File: config.mk
export PLATFORM = sky130hd
export DESIGN_NAME = paint_input_bank
export DESIGN_NICKNAME = d
export VERILOG_FILES = /design/src/rtl/paint_pkg.sv /design/src/rtl/paint_input_ch.sv /design/src/rtl/paint_input_bank.sv
export SDC_FILE = /design/constraint.sdc
export NUM_CORES = 1
export LEC_CHECK = 0
export CORE_MARGIN = 2
export CORE_UTILIZATION = 40
export CTS_CLUSTER_SIZE = 20
export DETAILED_ROUTE_END_ITERATION = 7
export SKIP_CTS_REPAIR_TIMING = 1
export SLEW_MARGIN = 30
export SYNTH_ARGS = -nofsm -noshare
export SYNTH_HDL_FRONTEND = slang
export SYNTH_SLANG_ARGS = --single-unit
File: constraint.sdc
create_clock -name clk -period 5 [get_ports clk]
set_clock_uncertainty 0.15 [all_clocks]
set_input_delay 0.75 -clock clk [delete_from_list [all_inputs] [get_ports clk]]
set_output_delay 0.75 -clock clk [all_outputs]
set_load 0.1 [all_outputs]
File: src/rtl/paint_pkg.sv
// Shared timing defaults and hold-FSM state encoding for the paint-board input bank.
package paint_pkg;

  // Default timing at a 100 MHz system clock
  localparam int DEBOUNCE_10MS_100M = 1_000_000;
  localparam int HOLD_500MS_100M    = 50_000_000;
  localparam int REPEAT_100MS_100M  = 10_000_000;

  // Per-channel hold/auto-repeat FSM states
  typedef enum logic [1:0] {
    HS_IDLE   = 2'd0,
    HS_HOLD   = 2'd1,
    HS_REPEAT = 2'd2
  } hold_state_t;

endpackage

File: src/rtl/paint_input_ch.sv
// One conditioned input: synchroniser, debounce, edge pulses, toggle latch,
// long-press flag and auto-repeat pulses.
//
// state     | meaning
// ----------+--------------------------------------------------------------
// HS_IDLE   | debounced level low, hold counter parked at 0
// HS_HOLD   | level high, counting towards the long-press threshold
// HS_REPEAT | long press active, emitting repeat_pulse every REPEAT_CYC
module paint_input_ch
  import paint_pkg::*;
#(
  parameter int SYNC_STAGES  = 2,
  parameter int DEBOUNCE_CYC = DEBOUNCE_10MS_100M,
  parameter int HOLD_CYC     = HOLD_500MS_100M,
  parameter int REPEAT_CYC   = REPEAT_100MS_100M
) (
  input  logic clk,
  input  logic clr_n,
  input  logic raw,
  output logic level,
  output logic press_pulse,
  output logic release_pulse,
  output logic toggle,
  output logic long_press,
  output logic repeat_pulse,
  output logic press_set
);

  localparam int DW = $clog2(DEBOUNCE_CYC);
  localparam int HW = $clog2((HOLD_CYC > REPEAT_CYC) ? HOLD_CYC : REPEAT_CYC);
  localparam logic [DW-1:0] D_LAST = DW'(DEBOUNCE_CYC - 1);
  localparam logic [HW-1:0] H_LAST = HW'(HOLD_CYC - 1);
  localparam logic [HW-1:0] R_LAST = HW'(REPEAT_CYC - 1);

  logic [SYNC_STAGES-1:0] sync_q;
  logic                   s;
  logic [DW-1:0]          dcnt_q, dcnt_nxt;
  logic                   level_nxt;
  logic                   level_d_q;
  logic                   release_set;
  logic [HW-1:0]          hcnt_q;
  hold_state_t            state_q;

  assign s           = sync_q[SYNC_STAGES-1];
  assign press_set   = level & ~level_d_q;
  assign release_set = ~level & level_d_q;

  // Metastability chain; raw is touched by nothing else
  always_ff @(posedge clk or negedge clr_n) begin
    if (!clr_n) sync_q <= '0;
    else        sync_q <= {sync_q[SYNC_STAGES-2:0], raw};
  end

  // Debounce: count consecutive mismatch cycles, adopt s after DEBOUNCE_CYC of them
  always_comb begin
    level_nxt = level;
    dcnt_nxt  = '0;
    if (s != level) begin
      if (dcnt_q == D_LAST) level_nxt = s;
      else                  dcnt_nxt  = dcnt_q + DW'(1);
    end
  end

  // Debounced level, edge pulses and toggle latch
  always_ff @(posedge clk or negedge clr_n) begin
    if (!clr_n) begin
      dcnt_q        <= '0;
      level         <= 1'b0;
      level_d_q     <= 1'b0;
      press_pulse   <= 1'b0;
      release_pulse <= 1'b0;
      toggle        <= 1'b0;
    end else begin
      dcnt_q        <= dcnt_nxt;
      level         <= level_nxt;
      level_d_q     <= level;
      press_pulse   <= press_set;
      release_pulse <= release_set;
      toggle        <= toggle ^ press_set;
    end
  end

  // Hold/repeat FSM; follows level_nxt so long_press lands HOLD_CYC after the level rise
  always_ff @(posedge clk or negedge clr_n) begin
    if (!clr_n) begin
      state_q      <= HS_IDLE;
      hcnt_q       <= '0;
      long_press   <= 1'b0;
      repeat_pulse <= 1'b0;
    end else begin
      repeat_pulse <= 1'b0;
      case (state_q)
        HS_IDLE: begin
          hcnt_q <= '0;
          if (level_nxt) state_q <= HS_HOLD;
        end
        HS_HOLD: begin
          if (!level_nxt) begin
            state_q    <= HS_IDLE;
            hcnt_q     <= '0;
            long_press <= 1'b0;
          end else if (hcnt_q == H_LAST) begin
            state_q      <= HS_REPEAT;
            hcnt_q       <= '0;
            long_press   <= 1'b1;
            repeat_pulse <= 1'b1;
          end else begin
            hcnt_q <= hcnt_q + HW'(1);
          end
        end
        HS_REPEAT: begin
          if (!level_nxt) begin
            state_q    <= HS_IDLE;
            hcnt_q     <= '0;
            long_press <= 1'b0;
          end else if (hcnt_q == R_LAST) begin
            hcnt_q       <= '0;
            repeat_pulse <= 1'b1;
          end else begin
            hcnt_q <= hcnt_q + HW'(1);
          end
        end
        default: begin
          state_q    <= HS_IDLE;
          hcnt_q     <= '0;
          long_press <= 1'b0;
        end
      endcase
    end
  end

endmodule

File: src/rtl/paint_input_bank.sv
// N-channel button/switch conditioner plus last-pressed channel tracking
// for colour/tool select.
module paint_input_bank
  import paint_pkg::*;
#(
  parameter int N_CH         = 12,
  parameter int SYNC_STAGES  = 2,
  parameter int DEBOUNCE_CYC = DEBOUNCE_10MS_100M,
  parameter int HOLD_CYC     = HOLD_500MS_100M,
  parameter int REPEAT_CYC   = REPEAT_100MS_100M,
  localparam int SEL_W       = (N_CH > 1) ? $clog2(N_CH) : 1
) (
  input  logic             clk,
  input  logic             clr_n,
  input  logic [N_CH-1:0]  raw_in,
  output logic [N_CH-1:0]  level_out,
  output logic [N_CH-1:0]  press_pulse,
  output logic [N_CH-1:0]  release_pulse,
  output logic [N_CH-1:0]  toggle_out,
  output logic [N_CH-1:0]  long_press,
  output logic [N_CH-1:0]  repeat_pulse,
  output logic [SEL_W-1:0] sel_idx,
  output logic             sel_valid
);

  logic [N_CH-1:0]  press_set;
  logic [SEL_W-1:0] first_idx;

  for (genvar g = 0; g < N_CH; g++) begin : g_ch
    paint_input_ch #(
      .SYNC_STAGES (SYNC_STAGES),
      .DEBOUNCE_CYC(DEBOUNCE_CYC),
      .HOLD_CYC    (HOLD_CYC),
      .REPEAT_CYC  (REPEAT_CYC)
    ) u_ch (
      .clk          (clk),
      .clr_n        (clr_n),
      .raw          (raw_in[g]),
      .level        (level_out[g]),
      .press_pulse  (press_pulse[g]),
      .release_pulse(release_pulse[g]),
      .toggle       (toggle_out[g]),
      .long_press   (long_press[g]),
      .repeat_pulse (repeat_pulse[g]),
      .press_set    (press_set[g])
    );
  end

  // Lowest index wins among presses that register in the same cycle
  always_comb begin
    first_idx = '0;
    for (int i = N_CH - 1; i >= 0; i--) begin
      if (press_set[i]) first_idx = SEL_W'(i);
    end
  end

  // Selection updates on the same edge press_pulse rises; releases never move it
  always_ff @(posedge clk or negedge clr_n) begin
    if (!clr_n) begin
      sel_idx   <= '0;
      sel_valid <= 1'b0;
    end else if (|press_set) begin
      sel_idx   <= first_idx;
      sel_valid <= 1'b1;
    end
  end

endmodule

# After elaboration in Yosys (flattened, before gate mapping)
# Cells that the tools add are included.
# Widths: inputs -> output; s select.
[totals] regBits=689 input_bits=14 output_inout_bits=77 wordCells=663
[classes] addsub=24 eq_ne=108 mux=288 bitwise_logic=72 reduce_logical=37
[op_table] op="$mux 26" count=48
[op_table] op="$pmux 26 s2" count=12
[op_table] op="$mux 20" count=24
[op_table] op="$add 26x1->26 const B" count=12
[op_table] op="$eq 26x24->1 const B" count=12
[op_table] op="$eq 26x26->1 const B" count=12
[op_table] op="$add 20x1->20 const B" count=12
[op_table] op="$eq 20x20->1 const B" count=12
[op_table] op="$mux 1" count=108
[op_table] op="$mux 2" count=48
[op_table] op="$pmux 2 s3" count=12
[op_table] op="$reduce_and 3->1" count=24
[op_table] op="$mux 4" count=12
[op_table] op="$ne 3x3->1 const B" count=12
[op_table] op="$not 1->1" count=36
[op_table] op="$pmux 1 s3" count=12
[op_table] op="$and 1x1->1" count=24
[op_table] op="$eq 2x1->1 const B" count=12
[op_table] op="$eq 2x2->1 const B" count=12
[op_table] op="$logic_not 2->1" count=12
[op_table] op="$ne 2x1->1 const B" count=12
[op_table] op="$ne 2x2->1 const B" count=12
[op_table] op="$pmux 1 s2" count=12
[op_table] op="$ne 1x1->1" count=12
[op_table] op="other kinds (2)" count=13

# Longest topological paths before layout
[logic_depth] word_depth=14 mapped_depth=9 depth_no_buf=7

# Hierarchy
# A second synthesis with hierarchy kept.
[hier_totals] cells_unflattened=3395 hier_area_um2=33932.5
[modules_own_cells] mod="paint_input_ch at g_ch[0].u_ch ..." instances=11 cells_per_inst=280 area_per_inst_um2=2796.4 seq_area_each_um2=1426.4
[modules_own_cells] mod="paint_input_ch at g_ch[9].u_ch" instances=1 cells_per_inst=283 area_per_inst_um2=2881.5 seq_area_each_um2=1426.4
[modules_own_cells] mod="paint_input_bank" instances=1 cells_per_inst=32 area_per_inst_um2=290.3 seq_area_each_um2=125.1

# Worst setup path after synthesis
# Ideal clock, no wire load.
[synth_timing] kind="flip-flop to flip-flop" start="register g_ch[5].u_ch.dcnt_q[6]" end="register g_ch[5].u_ch.hcnt_q[12]" setup_ps=120 arrival_ps=2216 required_time_ps=4730 setup_slack_ps=2515 path_stages_with_launch=7 n_path_buf=1 period_less_slack_ps=2485 path_cell_list="dfrtp_1 > or4_1 > or4_4 > o211a_1 > o22ai_4 > buf_6 > nor2_2"
[synth_between] elab_chain_cells=5 elab_cells_between_ends=6 cone_classes="1 x eq/ne; 5 x mux"
[synth_lines] element="start, declared" line="paint_input_ch.sv:37" rtl="logic [DW-1:0] dcnt_q, dcnt_nxt;"
[synth_lines] element="start signal, assigned" line="paint_input_ch.sv:74" rtl="dcnt_q <= dcnt_nxt;"
[synth_lines] element="$eq 20x20->1 (*)" line="paint_input_ch.sv:59" rtl="if (dcnt_q == D_LAST) level_nxt = s;"
[synth_lines] element="$mux 1 (*)" line="paint_input_ch.sv:59"
[synth_lines] element="$mux 1 (*)" line="paint_input_ch.sv:58" rtl="if (s != level) begin"
[synth_lines] element="$mux 26, on equally long branches" line="paint_input_ch.sv:112, paint_input_ch.sv:98"
[synth_lines] element="$pmux 26 s2 (*)" line="paint_input_ch.sv:92" rtl="case (state_q)"
[synth_lines] element="end signal, assigned" line="paint_input_ch.sv:108" rtl="hcnt_q <= hcnt_q + HW'(1);"
[synth_lines] element="end signal, assigned" line="paint_input_ch.sv:120" rtl="hcnt_q <= hcnt_q + HW'(1);"
[synth_lines] element="end, declared" line="paint_input_ch.sv:41" rtl="logic [HW-1:0] hcnt_q;"
# Mark *: on every way between the ends. The rest lies on a longest branch, timed or not.
# A chain may end at the register's enable or synchronous reset.

# Final worst setup path
[layout_timing] start="register g_ch[2].u_ch.level" end="output port level_out[2]"
[layout_lines] element="start, declared" line="paint_input_ch.sv:20" rtl="output logic level,"
[layout_lines] element="start signal, assigned" line="paint_input_ch.sv:75" rtl="level <= level_nxt;"
[layout_lines] element="end, declared" line="paint_input_bank.sv:16" rtl="output logic [N_CH-1:0] level_out,"
# No word-level cell between the ends.

==> reports/summary.json <==
{
  "wl_per_cell_um": 14.3,
  "totalNegativeSetupSlack_ns": 0,
  "worst_hold_path_type": "reg -> reg",
  "synth_top_cell_area_share": 0.502,
  "cts_buffers": 80,
  "synth.yosys.warnings": 0,
  "grt_usage": 0.154,
  "p_int_w": 0.00948,
  "count_of_flip_flops_with_a_built_in_enable_after_synthesis": 0,
  "post_drt_via_cell_ratio": 5.07,
  "synth.ff_latch_count": 689,
  "first_pass_grt_wire_length_um": 116000,
  "power_leakage_nw": 16.1,
  "finalCriticalPeriod_ns": 3.26,
  "p_sw_w": 0.00256,
  "comb_power_share": 0.018,
  "worst_slew_pin_slew_ns": 1.00,
  "worst-path-max-fanout": 6,
  "layout.core_utilization": 0.458,
  "routed_wirelength_um": 67600,
  "grt_antenna_before_repair": 0,
  "complex_gate_fraction_of_the_synthesized_area": 0.0397,
  "final_antenna_net_count": 0,
  "switching_share": 0.212,
  "critical_path_class": "reg -> out",
  "post_synth_instance_area_um2": 34400,
  "cts_num_sinks": 689,
  "endpoint_kind": "output pin",
  "synth.avg_cell_area_um2": 9.87,
  "post_synth_main_area_contributors": "dfrtp_1, xor2_1, nor2_1, xnor2_1, nand3_1",
  "floorplan.die.width_um": 297,
  "synth-simple-area-share": 0.262,
  "layout-area-overhead-vs-synth_pct": 13.5,
  "tritoncts_clock_tree": "built",
  "worst_path_dominant_cell_family": "buffers and inverters",
  "report.final.hold_viol_count": 0,
  "yosys.cell_types.count": 82,
  "cap_violations": 0,
  "worst_setup_path_start_kind": "register",
  "floorplan.rows": 107,
  "rsz_0062_raised_after_global_routing": "false",
  "arrival_ns": 2.36,
  "detailroute.via_count": 24000,
  "yosysTopAreaCell": "dfrtp_1",
  "power_frac_clock": 0.514,
  "violation_count_after_the_first_detailed_route_iteration": 1374,
  "power.density_cell_area_nw_per_um2": 309,
  "sequential_cell_area_um2": 17200,
  "ioPinCount": 91,
  "cp_data_required_time_ns": 4.10,
  "total_area_of_multi_input_combinational_cells_um2": 15900,
  "sequential_cell_area_fraction_in_the_yosys_report": 0.502,
  "clock.fmax_mhz": 306,
  "via_count_of_the_first_global_routing_pass": 23400,
  "remaining_max_slew_budget_at_the_tightest_pin": 0.331,
  "post_route_cells_drive_above_1_share": 0.0744,
  "finalSetupViolations": 0,
  "final_min_period_over_clock_period": 0.653,
  "layout.filler_cells": 8104,
  "path_clk_slew_ns": 0.06,
  "synth-xor-area-share": 0.131,
  "placeableCoreArea_um2": 85100,
  "post-route-drc-count": 0,
  "synth_fp_nets": 3553,
  "timing.final.max_slew_violations": 0,
  "finalNetCount": 3600,
  "ys.flop_type": "dfrtp_1",
  "yosys.area_share.adder": 0.0219,
  "cts_htree_levels": 3,
  "numPortBuffers": 90,
  "grt_start_max_net_pins": 116,
  "die_y_um": 297,
  "outcome": "complete, no violations",
  "combinational_family_with_the_most_area_after_synthesis": "simple AND/OR/NAND/NOR gates",
  "asyncSetResetFlopFracSynth": 1.00,
  "path_cells": "clkdlybuf4s50_1",
  "grt.overflow.total": 0,
  "die-area_um2": 88200,
  "post-dp-hpwl_um": 44300,
  "cts_root_buffer": "clkbuf_16",
  "worstSkewPairLatency_ns": 0.62,
  "vdd_ir_drop_max_mv": 0.282,
  "worst_path_max_delay_cell": "clkdlybuf4s50_1",
  "clock_tree.buffer_depth": 3,
  "diodes": 0,
  "worst-path-buf-inv": 1,
  "initial_util": 0.403,
  "gp_congestion": 0.783,
  "share_seq_of_total_power": 0.469,
  "drt_first_pass_iters": 7,
  "synthMuxAreaShare": 0.00484,
  "cp_slowest_stage_delay_ns": 1.20,
  "syn_inst": 3479
}
[layer usage]
layer	track usage	routed length (um)	vias to the layer above	share of wire
met5	0	0	-	0
met4	0.0397	1390	0	0.021
met3	0.0310	2850	93	0.042
met2	0.236	29200	282	0.43
met1	0.223	34200	11600	0.51
li1	-	-	12000	-
[synthesized netlist by cell type (all sizes together) (54+ instances only)]
master	count
and3	96
nor3	82
buf	104
dfrtp	689
nor2	636
inv	108
and4	54
nand4	151
nand2	213
nand3	224
xnor2	213
nor4	69
xor2	300
ha	60
[registers in the layout, summed over array words and instances (netlist names)]
name                     count
g_ch.u_ch.level_d_q         12
g_ch.u_ch.long_press        12
g_ch.u_ch.dcnt_q           240
sel_valid                    1
sel_idx                      4
g_ch.u_ch.state_q           24
g_ch.u_ch.hcnt_q           312
g_ch.u_ch.sync_q            24
g_ch.u_ch.press_pulse       12
g_ch.u_ch.toggle            12
g_ch.u_ch.release_pulse     12
g_ch.u_ch.repeat_pulse      12
g_ch.u_ch.level             12
[path summary, 6_finish.rpt]
| check | startpoint | end | slack [ns] | cells after the start |
|---|---|---|---|---|
| worst max-delay path | g_ch[2].u_ch.level | level_out[2] | 1.74 | 1 |
| worst min-delay path | g_ch[2].u_ch.sync_q[0] | g_ch[2].u_ch.sync_q[1] | 0.19 | 0 |
| min in group asynchronous | clr_n | g_ch[10].u_ch.hcnt_q[22] | 0.47 | 2 |
| max in group asynchronous | clr_n | g_ch[11].u_ch.hcnt_q[8] | 2.99 | 4 |
| worst min register to register | g_ch[2].u_ch.sync_q[0] | g_ch[2].u_ch.sync_q[1] | 0.19 | 0 |
| worst max register to register | g_ch[6].u_ch.dcnt_q[6] | g_ch[6].u_ch.hcnt_q[14] | 2.11 | 6 |
[worst reg2reg max path, delay by kind of cell, from the launching register on]
family	cells	cell delay, ns
simple gates	3	1.05
flops	1	0.42
compound gates	2	0.91
buf+inv	1	0.25
[kinds of logic (layout without fill, tap and decap cells)]
group / Yosys count / after routing
simple gates: 1747 / 1747
xor+xnor: 513 / 513
compound gates: 192 / 192
buf+inv: 262 / 373
fa+ha+maj: 60 / 60
mux: 16 / 16
flops: 689 / 689
[metrics by stage]
stage	hold slack [ns]	instances	setup slack [ns]	total power, W	cell area (um2)
finish	0.195	4734	1.74	0.0120	39000
global route	0.209	4734	1.67	0.0125	39000
CTS	0.118	4731	1.69	0.0123	38900
detailed placement	0.186	4585	1.97	0.00597	36100
global placement	0.184	4584	1.81	0.00596	36000
floorplan	0.181	3479	2.51	0.00580	34400
[cells in the final DEF, fill, tap and decap left out, types with 12 or more instances in the layout]
| cell type | synthesis | layout |
|---|---|---|
| or3_1 | 24 | 24 |
| nand3_1 | 224 | 224 |
| nand4_1 | 151 | 151 |
| nor4_2 | 6 | 14 |
| xor2_1 | 300 | 300 |
| nand4b_1 | 14 | 14 |
| xnor2_1 | 213 | 213 |
| nor4bb_1 | 22 | 22 |
| and3_1 | 96 | 96 |
| clkbuf_16 | 0 | 85 |
| nor3b_1 | 12 | 12 |
| clkdlybuf4s50_1 | 0 | 80 |
| or4_1 | 23 | 23 |
| clkbuf_8 | 0 | 14 |
| and2_1 | 31 | 31 |
| inv_1 | 108 | 108 |
| nor2_1 | 596 | 596 |
| ha_1 | 60 | 60 |
| mux2i_1 | 14 | 14 |
| clkinv_2 | 0 | 18 |
| dfrtp_1 | 689 | 689 |
| nor4_1 | 63 | 55 |
| clkbuf_1 | 50 | 13 |
| nor2b_1 | 25 | 24 |
| a21oi_1 | 32 | 32 |
| and4_1 | 53 | 53 |
| nand2_1 | 213 | 213 |
| o21ai_0 | 47 | 46 |
| buf_4 | 74 | 20 |
| nor3_1 | 81 | 79 |
| nor2_2 | 40 | 40 |
[layout make-up]
cell class | instances | share of cell area
clock inverter | 34 | 0.0112
clock buffer | 112 | 0.0607
tap | 1144 | 0.0367
timing repair buffer | 119 | 0.0305
sequential | 689 | 0.442
multi-input combinational | 2528 | 0.408
inverter | 108 | 0.0104
[power groups by stage]
stage,clock network [W],logic (W),registers [W]
4_1_cts,0.00639,0.000226,0.00564
3_5_place_dp,0,0.000225,0.00574
2_1_floorplan,0,0.0000681,0.00574
5_1_grt,0.00662,0.000256,0.00564
6_report,0.00618,0.000214,0.00564
3_3_place_gp,0,0.000224,0.00574
(Power assumes the default switching activity.)
